[src/rtl/dsp48a1_mac_sequencer.sv]
// Job-level MAC controller driving one DSP48A1 slice: P = sum(A_i*B_i) over LEN beats.
// Optional abort feature: define SEQ_ABORT_EN to add the abort/aborted ports.
module dsp48a1_mac_sequencer #(
  parameter int unsigned WIDTH1  = 18,
  parameter int unsigned WIDTH2  = 48,
  parameter int unsigned LEN_W   = 16,
  parameter int unsigned DSP_LAT = 3
) (
  input  logic              clk,
  input  logic              rst,
  input  logic              start,
  input  logic [LEN_W-1:0]  len,
  input  logic              in_valid,
  output logic              in_ready,
  input  logic [WIDTH1-1:0] in_a,
  input  logic [WIDTH1-1:0] in_b,
  output logic [WIDTH1-1:0] dsp_a,
  output logic [WIDTH1-1:0] dsp_b,
  output logic [7:0]        dsp_opmode,
  output logic              dsp_ce,
  output logic              dsp_rstp,
  input  logic [WIDTH2-1:0] dsp_p,
  output logic [WIDTH2-1:0] res_data,
  output logic              res_valid,
`ifdef SEQ_ABORT_EN
  input  logic              abort,
  output logic              aborted,
`endif
  output logic              busy
);

  localparam logic [7:0] OpFirst = 8'b0000_0001;  // X=M, Z=0
  localparam logic [7:0] OpAcc   = 8'b0000_1001;  // X=M, Z=P
  localparam logic [7:0] OpHold  = 8'b0000_1000;  // X=0, Z=P

  typedef enum logic [1:0] {StIdle, StRun, StDrain, StZero} state_e;

  state_e              state_q, state_d;
  logic [LEN_W-1:0]    len_q, len_d;
  logic [LEN_W-1:0]    count_q, count_d;
  logic [WIDTH1-1:0]   dsp_a_q, dsp_a_d;
  logic [WIDTH1-1:0]   dsp_b_q, dsp_b_d;
  logic [7:0]          opmode_q, opmode_d;
  logic [WIDTH2-1:0]   res_data_q, res_data_d;
  logic                res_valid_q, res_valid_d;
  logic [DSP_LAT-1:0]  tag_vld_q, tag_vld_d;
  // Only stage 1 drives OPMODE, so the first-beat flag is kept for that stage alone.
  logic                tag_first_q, tag_first_d;
  logic                abort_hit;
  logic                xfer;

`ifdef SEQ_ABORT_EN
  logic aborted_q, aborted_d;
  assign abort_hit = abort & ((state_q == StRun) | (state_q == StDrain));
  assign aborted   = aborted_q;
`else
  assign abort_hit = 1'b0;
`endif

  // Abort wins over a transfer in the same cycle, so the source must not see ready.
  assign in_ready   = (state_q == StRun) & ~abort_hit;
  assign xfer       = in_valid & in_ready;
  assign dsp_a      = dsp_a_q;
  assign dsp_b      = dsp_b_q;
  assign dsp_opmode = opmode_q;
  assign dsp_ce     = 1'b1;
  assign dsp_rstp   = (state_q == StIdle) | (state_q == StZero);
  assign res_data   = res_data_q;
  assign res_valid  = res_valid_q;
  assign busy       = (state_q == StRun) | (state_q == StDrain);

  always_comb begin
    state_d     = state_q;
    len_d       = len_q;
    count_d     = count_q;
    dsp_a_d     = dsp_a_q;
    dsp_b_d     = dsp_b_q;
    res_data_d  = res_data_q;
    res_valid_d = 1'b0;
    tag_vld_d   = {tag_vld_q[DSP_LAT-2:0], xfer};
    tag_first_d = xfer & (count_q == '0);
`ifdef SEQ_ABORT_EN
    aborted_d   = 1'b0;
`endif

    if (tag_vld_q[0]) begin
      opmode_d = tag_first_q ? OpFirst : OpAcc;
    end else begin
      opmode_d = OpHold;
    end

    unique case (state_q)
      StIdle: begin
        if (start) begin
          if (len != '0) begin
            state_d = StRun;
            len_d   = len;
            count_d = '0;
          end else begin
            state_d = StZero;
          end
        end
      end
      StRun: begin
        if (xfer) begin
          dsp_a_d = in_a;
          dsp_b_d = in_b;
          count_d = count_q + LEN_W'(1);
          if (count_q == len_q - LEN_W'(1)) begin
            state_d = StDrain;
          end
        end
      end
      StDrain: begin
        // Empty tag pipe means the last product has already landed in P.
        if (tag_vld_q == '0) begin
          res_data_d  = dsp_p;
          res_valid_d = 1'b1;
          state_d     = StIdle;
        end
      end
      StZero: begin
        res_data_d  = '0;
        res_valid_d = 1'b1;
        state_d     = StIdle;
      end
      default: state_d = StIdle;
    endcase

    if (abort_hit) begin
      state_d     = StIdle;
      tag_vld_d   = '0;
      tag_first_d = 1'b0;
      res_data_d  = res_data_q;
      res_valid_d = 1'b0;
`ifdef SEQ_ABORT_EN
      aborted_d   = 1'b1;
`endif
    end
  end

  always_ff @(posedge clk or posedge rst) begin
    if (rst) begin
      state_q     <= StIdle;
      len_q       <= '0;
      count_q     <= '0;
      dsp_a_q     <= '0;
      dsp_b_q     <= '0;
      opmode_q    <= 8'h00;
      res_data_q  <= '0;
      res_valid_q <= 1'b0;
      tag_vld_q   <= '0;
      tag_first_q <= 1'b0;
    end else begin
      state_q     <= state_d;
      len_q       <= len_d;
      count_q     <= count_d;
      dsp_a_q     <= dsp_a_d;
      dsp_b_q     <= dsp_b_d;
      opmode_q    <= opmode_d;
      res_data_q  <= res_data_d;
      res_valid_q <= res_valid_d;
      tag_vld_q   <= tag_vld_d;
      tag_first_q <= tag_first_d;
    end
  end

`ifdef SEQ_ABORT_EN
  always_ff @(posedge clk or posedge rst) begin
    if (rst) begin
      aborted_q <= 1'b0;
    end else begin
      aborted_q <= aborted_d;
    end
  end
`endif

endmodule

[config.mk]
export PLATFORM = sky130hd
export DESIGN_NAME = dsp48a1_mac_sequencer
export DESIGN_NICKNAME = d
export VERILOG_FILES = /design/src/rtl/dsp48a1_mac_sequencer.sv
export SDC_FILE = /design/constraint.sdc
export NUM_CORES = 1
export LEC_CHECK = 0
export BUFFER_PORTS_ARGS = -buffer_cell sky130_fd_sc_hd__buf_2
export CAP_MARGIN = 20
export CORE_MARGIN = 4
export CORE_UTILIZATION = 45
export CTS_BUF_LIST = sky130_fd_sc_hd__clkbuf_4 sky130_fd_sc_hd__clkbuf_8
export DETAILED_ROUTE_END_ITERATION = 8
export GPL_TIMING_DRIVEN = 1
export PLACE_DENSITY = 0.72
export SLEW_MARGIN = 40
export SYNTH_ARGS = -nofsm -noshare
export SYNTH_HDL_FRONTEND = slang
export SYNTH_SLANG_ARGS = --single-unit
[constraint.sdc]
create_clock -name clk -period 3.8 [get_ports clk]
set_input_delay 0.19 -clock clk [delete_from_list [all_inputs] [get_ports clk]]
set_output_delay 0.19 -clock clk [all_outputs]
set_load 0.01 [all_outputs]
==> impl_metrics.toml, run 1 <==
[outcome]
outcome = "finished clean"

[critical_path]
required_ns = 4.12
rr_endpoint = "state_q[0]"
critPathArrivalTime_ns = 3.00
cp-end-kind = "register"
cp-start-kind = "register"
crit_path_max_incr_delay_ns = 0.46
worst-r2r-cell-count = 8
crit_type = "reg2reg"
critPathSlowestCell = "dfrtp_1"
r2r-start = "len_q[0]"
cp-endpoint = "state_q[0]"
critPathLaunch = "len_q[0]"
crit_chain = "inv_1, ha_1, nor3b_1, a31oi_1, a2111oi_0, nand4b_1, o31ai_4, mux2_4"
reg2reg_slack_ns = 1.12
worstPathMaxFanout = 6

[sta]
skew_ns = 0.00772
drv_slew = 0
fin_setup_tns_ns = 0
min_period_ns = 2.68
hold_violations = 0
rsz0062_at_grt = "false"
fin_crit_sh = 0.705
finalSetupViolCount = 0
timing.fmax_ghz = 0.373
worst_pin_slew_ns = 0.790
max-slew-margin-rel = 0.472

[cts]
cts_tree = "built"
clock-sinks = 124
cts_resized = 0
clock_latency_ns = 0.44
root_buffer = "clkbuf_8"
clkTransAtPathRegs_ns = 0.07
ctsHoldBuffers = 100
postCtsSetupRepairBufs = 0
cts_made_buffers = 17
htree_levels = 4
cts_buffer_depth = 2

[synthesis]
yosysUniqueCellTypes = 53
synth-seq-cells = 124
synth_flop_cell = "dfrtp_1"
avgSynthCellArea_sq_um = 12.2
seq_area_frac_synth = 0.557
syn_inst = 458
yosysWarnings = 0
synth.cell_area_sq_um = 5570
synthArstFlopShare = 1.00
synth-edff-count = 0

[place]
place_congestion = 0.833
io_buffer_count = 193
dpl.hpwl_um = 10500

[cells_and_area]
antenna_cells = 0
nNetsFinal = 860
drive_above_1_share = 0.396
area_growth_pct = 47.3

[power]
seqPwrFrac = 0.365
pwr_density_cell_nw_per_um2 = 772
ir_worst_vdd_mv = 0.496
finalPower_mw = 6.34
p_int_mw = 4.02
netSwitchingPower_mw = 2.32
p_clk_frac = 0.212
netSwitchingFraction = 0.366
comb_power_share = 0.424
p_leak_nw = 3.97

[hold_path]
hold_class = "in2reg"

[detailed_routing]
wl_met1_um = 6130
routed-wl-met2_um = 8370
ant_nets = 0
vias_per_cell = 5.24
drtIter0Drc = 398
drc = 0
dr.pass1.iters = 4
wl_per_cell_um = 17.5
top_layer = "met4"
wl_um = 16200
vias = 4864
wl_met3_um = 1070

[floorplan]
die_w_um = 119
dieArea_sq_um = 14200
coreArea_sq_um = 12100
die_height_um = 119
ios = 201
num_rows = 40
start_util = 0.462

[global_route]
grt_first_pass_wirelength_um = 26700
gr-total-overflow = 0
grt_pass1_vias = 5297
antenna_found_initial = 0
track_usage = 0.237
grt_max_degree = 78

[run]
max_cap_violations = 0
-- synth_stat cells (all sizes together) (3+ instances only) --
| master | instances | share of area |
|---|---|---|
| ha | 8 | 0.018 |
| mux2 | 56 | 0.11 |
| o21ai | 16 | 0.014 |
| nor4 | 10 | 0.015 |
| nand3 | 13 | 0.012 |
| a22o | 51 | 0.080 |
| nand2b | 3 | 0.0034 |
| inv | 15 | 0.010 |
| and3 | 3 | 0.0034 |
| xor2 | 14 | 0.022 |
| a21boi | 3 | 0.0040 |
| buf | 10 | 0.013 |
| nor2 | 21 | 0.014 |
| nand2 | 23 | 0.015 |
| nand4 | 5 | 0.0067 |
| xnor2 | 11 | 0.017 |
| a21oi | 7 | 0.0070 |
| clkbuf | 24 | 0.016 |
| o31ai | 3 | 0.0065 |
| dfrtp | 124 | 0.56 |
| nor3 | 9 | 0.0090 |
-- logic make-up after synthesis --
logic type / count (synthesis) / share of synthesized area
xor+xnor: 25 / 0.0393
simple gates: 101 / 0.0990
compound gates: 91 / 0.128
other cells: 2 / 0.00135
buf+inv: 49 / 0.0397
fa+ha+maj: 8 / 0.0180
mux: 58 / 0.117
flops: 124 / 0.557
-- sequential cells by signal, summed over array words and instances (netlist names) --
name         flops
tag_vld_q        3
tag_first_q      1
dsp_a           18
res_data        48
state_q          2
dsp_b           18
len_q           16
dsp_opmode       1
count_q         16
res_valid        1
-- how the worst min path moves through the flow --
| stage | slack (ns) | depth (start not counted) | to | start |
|---|---|---|---|---|
| 2_1_floorplan | 0.32 | 1 | res_data[0] | dsp_p[0] |
| 3_3_place_gp | 0.38 | 0 | tag_vld_q[1] | tag_vld_q[0] |
| 3_5_place_dp | 0.36 | 2 | dsp_a[10] | rst |
| 4_1_cts | 0.001 | 2 | len_q[15] | len[15] |
| 5_1_grt | 0.03 | 2 | len_q[15] | len[15] |
| 6_report | 0.03 | 2 | len_q[15] | len[15] |
-- per-layer routing --
layer | track usage | vias up
met4 | 0.117 | 0
met5 | 0 | -
met2 | 0.413 | 191
met3 | 0.0708 | 55
met1 | 0.264 | 2394
li1 | - | 2224
-- layout by cell type, fill, tap and decap left out, types with 5 or more instances in the layout --
master	instances
dlygate4sd3_1	100
buf_2	193
ha_1	8
xnor2_1	11
xor2_1	14
nor3_1	8
a21oi_1	6
conb_1	7
nor2_1	20
nor4_1	7
o21ai_0	16
dfrtp_1	124
a22o_1	51
mux2_2	55
nand2_1	23
clkbuf_8	18
inv_1	14
nand3_1	13
bufinv_16	5
-- area by class of cell --
type	instances	area (sq um)
Tap cell	168	210
Clock inverter	10	189
Timing Repair Buffer	300	2070
Inverter	15	61.3
Clock buffer	22	278
Multi-Input combinational cell	290	2290
Sequential cell	124	3100
Fill cell	826	3850
-- power by group through the flow --
| stage | Clock [mW] | Combinational, mW | Sequential [mW] |
|---|---|---|---|
| global placement | 0 | 2.37 | 2.28 |
| finish | 1.34 | 2.69 | 2.31 |
| global route | 1.43 | 2.91 | 2.39 |
| floorplan | 0 | 1.52 | 2.38 |
| detailed placement | 0 | 2.57 | 2.30 |
| CTS | 1.37 | 2.66 | 2.30 |
-- worst max-delay path, delay by kind of cell (launching register included) --
family                   cells  cell delay (ns)
AO/OA/AOI/OAI                3             0.82
AND/OR/NAND/NOR              2             0.63
flip-flops                   1             0.46
multiplexers                 1             0.32
adder cells (fa/ha/maj)      1             0.24
buffers and inverters        1             0.09
-- stage by stage --
step,hold WS [ns],std cells,util,cell area [sq um],worst slack [ns]
after global routing,0.0250,929,0.680,8210,0.870
after detailed placement,0.359,797,0.558,6730,1.16
after CTS,0.00131,929,0.680,8200,1.16
after global placement,0.385,793,0.551,6650,1.23
after floorplan,0.323,463,-,5590,0.311
final,0.0349,929,0.680,8210,1.12
Power figures use the tool's default switching activity.
==> inputs of run 2 (changes only) <==
ABC_AREA = 1   (was unset)
PLACE_DENSITY = 0.7   (was 0.72)
clock period = 2.5 ns   (was 3.8 ns; I/O delays follow)
==> run 2 against run 1 <==
Critical path depth is 3 higher. Clock-buffer cell count stayed put. Non-clock buffer count is 5 higher. First-iteration DRC count is 1.3% lower. Clock skew hardly changed. Via count is 24% higher. Sequential cell count stayed put. Synthesized area is 9.4% higher. Wire length is 8.6% higher. Fmax is 41% higher. Clock power is 39% higher. Cell area is 5.3% higher.
==> impl_metrics.toml, run 2 <==
[hold_path]
holdPathEnd = "state_q[0]"
min_from = "start"
min_path_cells = 5
hold_class = "in2reg"

[cells_and_area]
final_util = 0.652
nNetsFinal = 1150
drive_above_1_share = 0.248
area_growth_pct = 41.7
largest_reg_flops = 48
multi_input_area_sq_um = 2410
mostFrequentLayoutCell = "nand2_1"
fillers = 1062
regArea_sq_um = 3100
final_cell_mix = "208 x nand2_1, 193 x buf_2, 124 x dfrtp_1"

[floorplan]
dieArea_sq_um = 15500
die_height_um = 124
coreArea_sq_um = 13200
start_util = 0.461
num_rows = 42
ios = 201
die_w_um = 124

[critical_path]
crit_top_cell = "inv_1"
r2r-start = "state_q[1]"
required_ns = 2.86
crit_path_max_incr_delay_ns = 0.42
rr_endpoint = "count_q[8]"
reg2reg_slack_ns = 0.59
cp-start-kind = "register"
worstPathMaxFanout = 24
crit_type = "reg2reg"
worst-r2r-cell-count = 11
crit_chain = "inv_1, ha_1, buf_4, inv_1, o22ai_1, inv_1, o211ai_2, buf_4, nor2_1, xnor2_1, a21oi_1"
critPathSlowestCell = "dfrtp_1"
crit_family = "buffers and inverters"
critPathArrivalTime_ns = 2.27
cp-end-kind = "register"
cp.buffers_inverters = 5

[synthesis]
yosysWarnings = 0
avgSynthCellArea_sq_um = 8.12
seq_area_frac_synth = 0.509
synth-edff-count = 0
synth_flop_cell = "dfrtp_1"
yosysUniqueCellTypes = 35
syn_inst = 751
yosysTopAreaCellShare = 0.509
synthTopCellsByArea = "dfrtp_1 51%, nand2_1 13%, inv_1 6.5%"
synth.cell_area_sq_um = 6100
yosys.cell_count.top_type = "nand2_1"
synth_commonest_cells = "208 x nand2_1, 124 x dfrtp_1, 106 x inv_1"
synth-seq-cells = 124
netlist.top_cell.by_area = "dfrtp_1"
synthArstFlopShare = 1.00

[place]
io_buffer_count = 193
dpl.hpwl_um = 11100
place_congestion = 0.916

[global_route]
gr-usage-met2 = 0.368
gr-max-usage-layer = "met2"
track_usage = 0.235
grt_first_pass_wirelength_um = 30300
use_met3 = 0.0579
antenna_found_initial = 0
grt_max_degree = 125
met1_usage = 0.304
gr-total-overflow = 0
grt_pass1_vias = 6028

[power]
p_leak_nw = 4.49
pwr_density_cell_nw_per_um2 = 1020
ir_worst_vdd_mv = 0.615

[sta]
fin_setup_tns_ns = 0
rsz0062_at_grt = "false"
finalSetupViolCount = 0
min_period_ns = 1.91
fin_crit_sh = 0.763
whs_ns = 0.243
drv_slew = 0
timing.fmax_ghz = 0.524
hold_violations = 0
skew_ns = 0.00820
max-slew-margin-rel = 0.569
worst_pin_slew_ns = 0.646

[cts]
cts_tree = "built"
cts_resized = 0
clock-sinks = 124
postCtsSetupRepairBufs = 0
clkTransAtPathRegs_ns = 0.07
clock_latency_ns = 0.43
root_buffer = "clkbuf_8"
cts_buffer_depth = 2
ctsHoldBuffers = 102
cts_made_buffers = 17
htree_levels = 4

[run]
max_cap_violations = 0

[detailed_routing]
drtIter0Drc = 393
ant_nets = 0
drc = 0
vias_per_cell = 4.92
wl_per_cell_um = 14.4
vias = 6032
wl_um = 17600
dr.pass1.iters = 4

[outcome]
outcome = "finished clean"
## run 2: tightest hold or removal path: stages
cell and delay [ns]:
buf_2 0.11, o22ai_1 0.16, nor2_1 0.11, nand3_1 0.08, nand2_1 0.05
## run 2: layout make-up
class | count | share of cell area
Tap cell | 176 | 0.0255
Clock inverter | 9 | 0.0159
Multi-Input combinational cell | 482 | 0.279
Clock buffer | 22 | 0.0329
Sequential cell | 124 | 0.359
Inverter | 108 | 0.0474
Antenna cell | 1 | 0.000290
Timing Repair Buffer | 305 | 0.240
## run 2: how the worst max path moves through the flow
stage	startpoint	to	slack, ns	cells after the start
2_1_floorplan	state_q[1]	count_q[3]	0.75	11
3_3_place_gp	len_q[0]	state_q[0]	0.65	15
3_5_place_dp	state_q[1]	count_q[8]	0.58	11
4_1_cts	state_q[1]	count_q[8]	0.57	11
5_1_grt	len_q[0]	state_q[1]	0.34	15
6_report	state_q[1]	count_q[8]	0.59	11
## run 2: through the flow
| step | power [mW] | area [sq um] | instances | setup slack (ns) |
|---|---|---|---|---|
| after floorplan | 5.57 | 6120 | 756 | 0.746 |
| after global placement | 6.77 | 7200 | 1093 | 0.650 |
| after detailed placement | 6.84 | 7200 | 1093 | 0.581 |
| after CTS | 8.87 | 8640 | 1226 | 0.573 |
| after global routing | 9.57 | 8640 | 1226 | 0.339 |
| final | 8.85 | 8640 | 1227 | 0.593 |
## run 2: logic make-up (layout without fill, tap and decap cells)
kind of cell | Yosys count | after routing | synth area share
buffers and inverters | 150 | 444 | 0.101
AOI/OAI and AO/OA | 91 | 91 | 0.0819
xor gates and xnor gates | 25 | 25 | 0.0359
DFF | 124 | 124 | 0.509
and+or+nand+nor | 351 | 351 | 0.255
other | 2 | 8 | 0.00123
adders and majority gates | 8 | 8 | 0.0164
## run 2: metal layers
metal  wire, um  part of all wire
met1       7420              0.42
met3       1210             0.068
met2       8230              0.47
met4        795             0.045
met5          0                 0
## run 2: report_power, final
group | leakage [nW] | switching [mW] | internal [mW]
clock | 0.202 | 0.792 | 1.07
sequential | 1.59 | 0.522 | 2.75
combinational | 2.70 | 2.30 | 1.42
total | 4.49 | 3.61 | 5.24
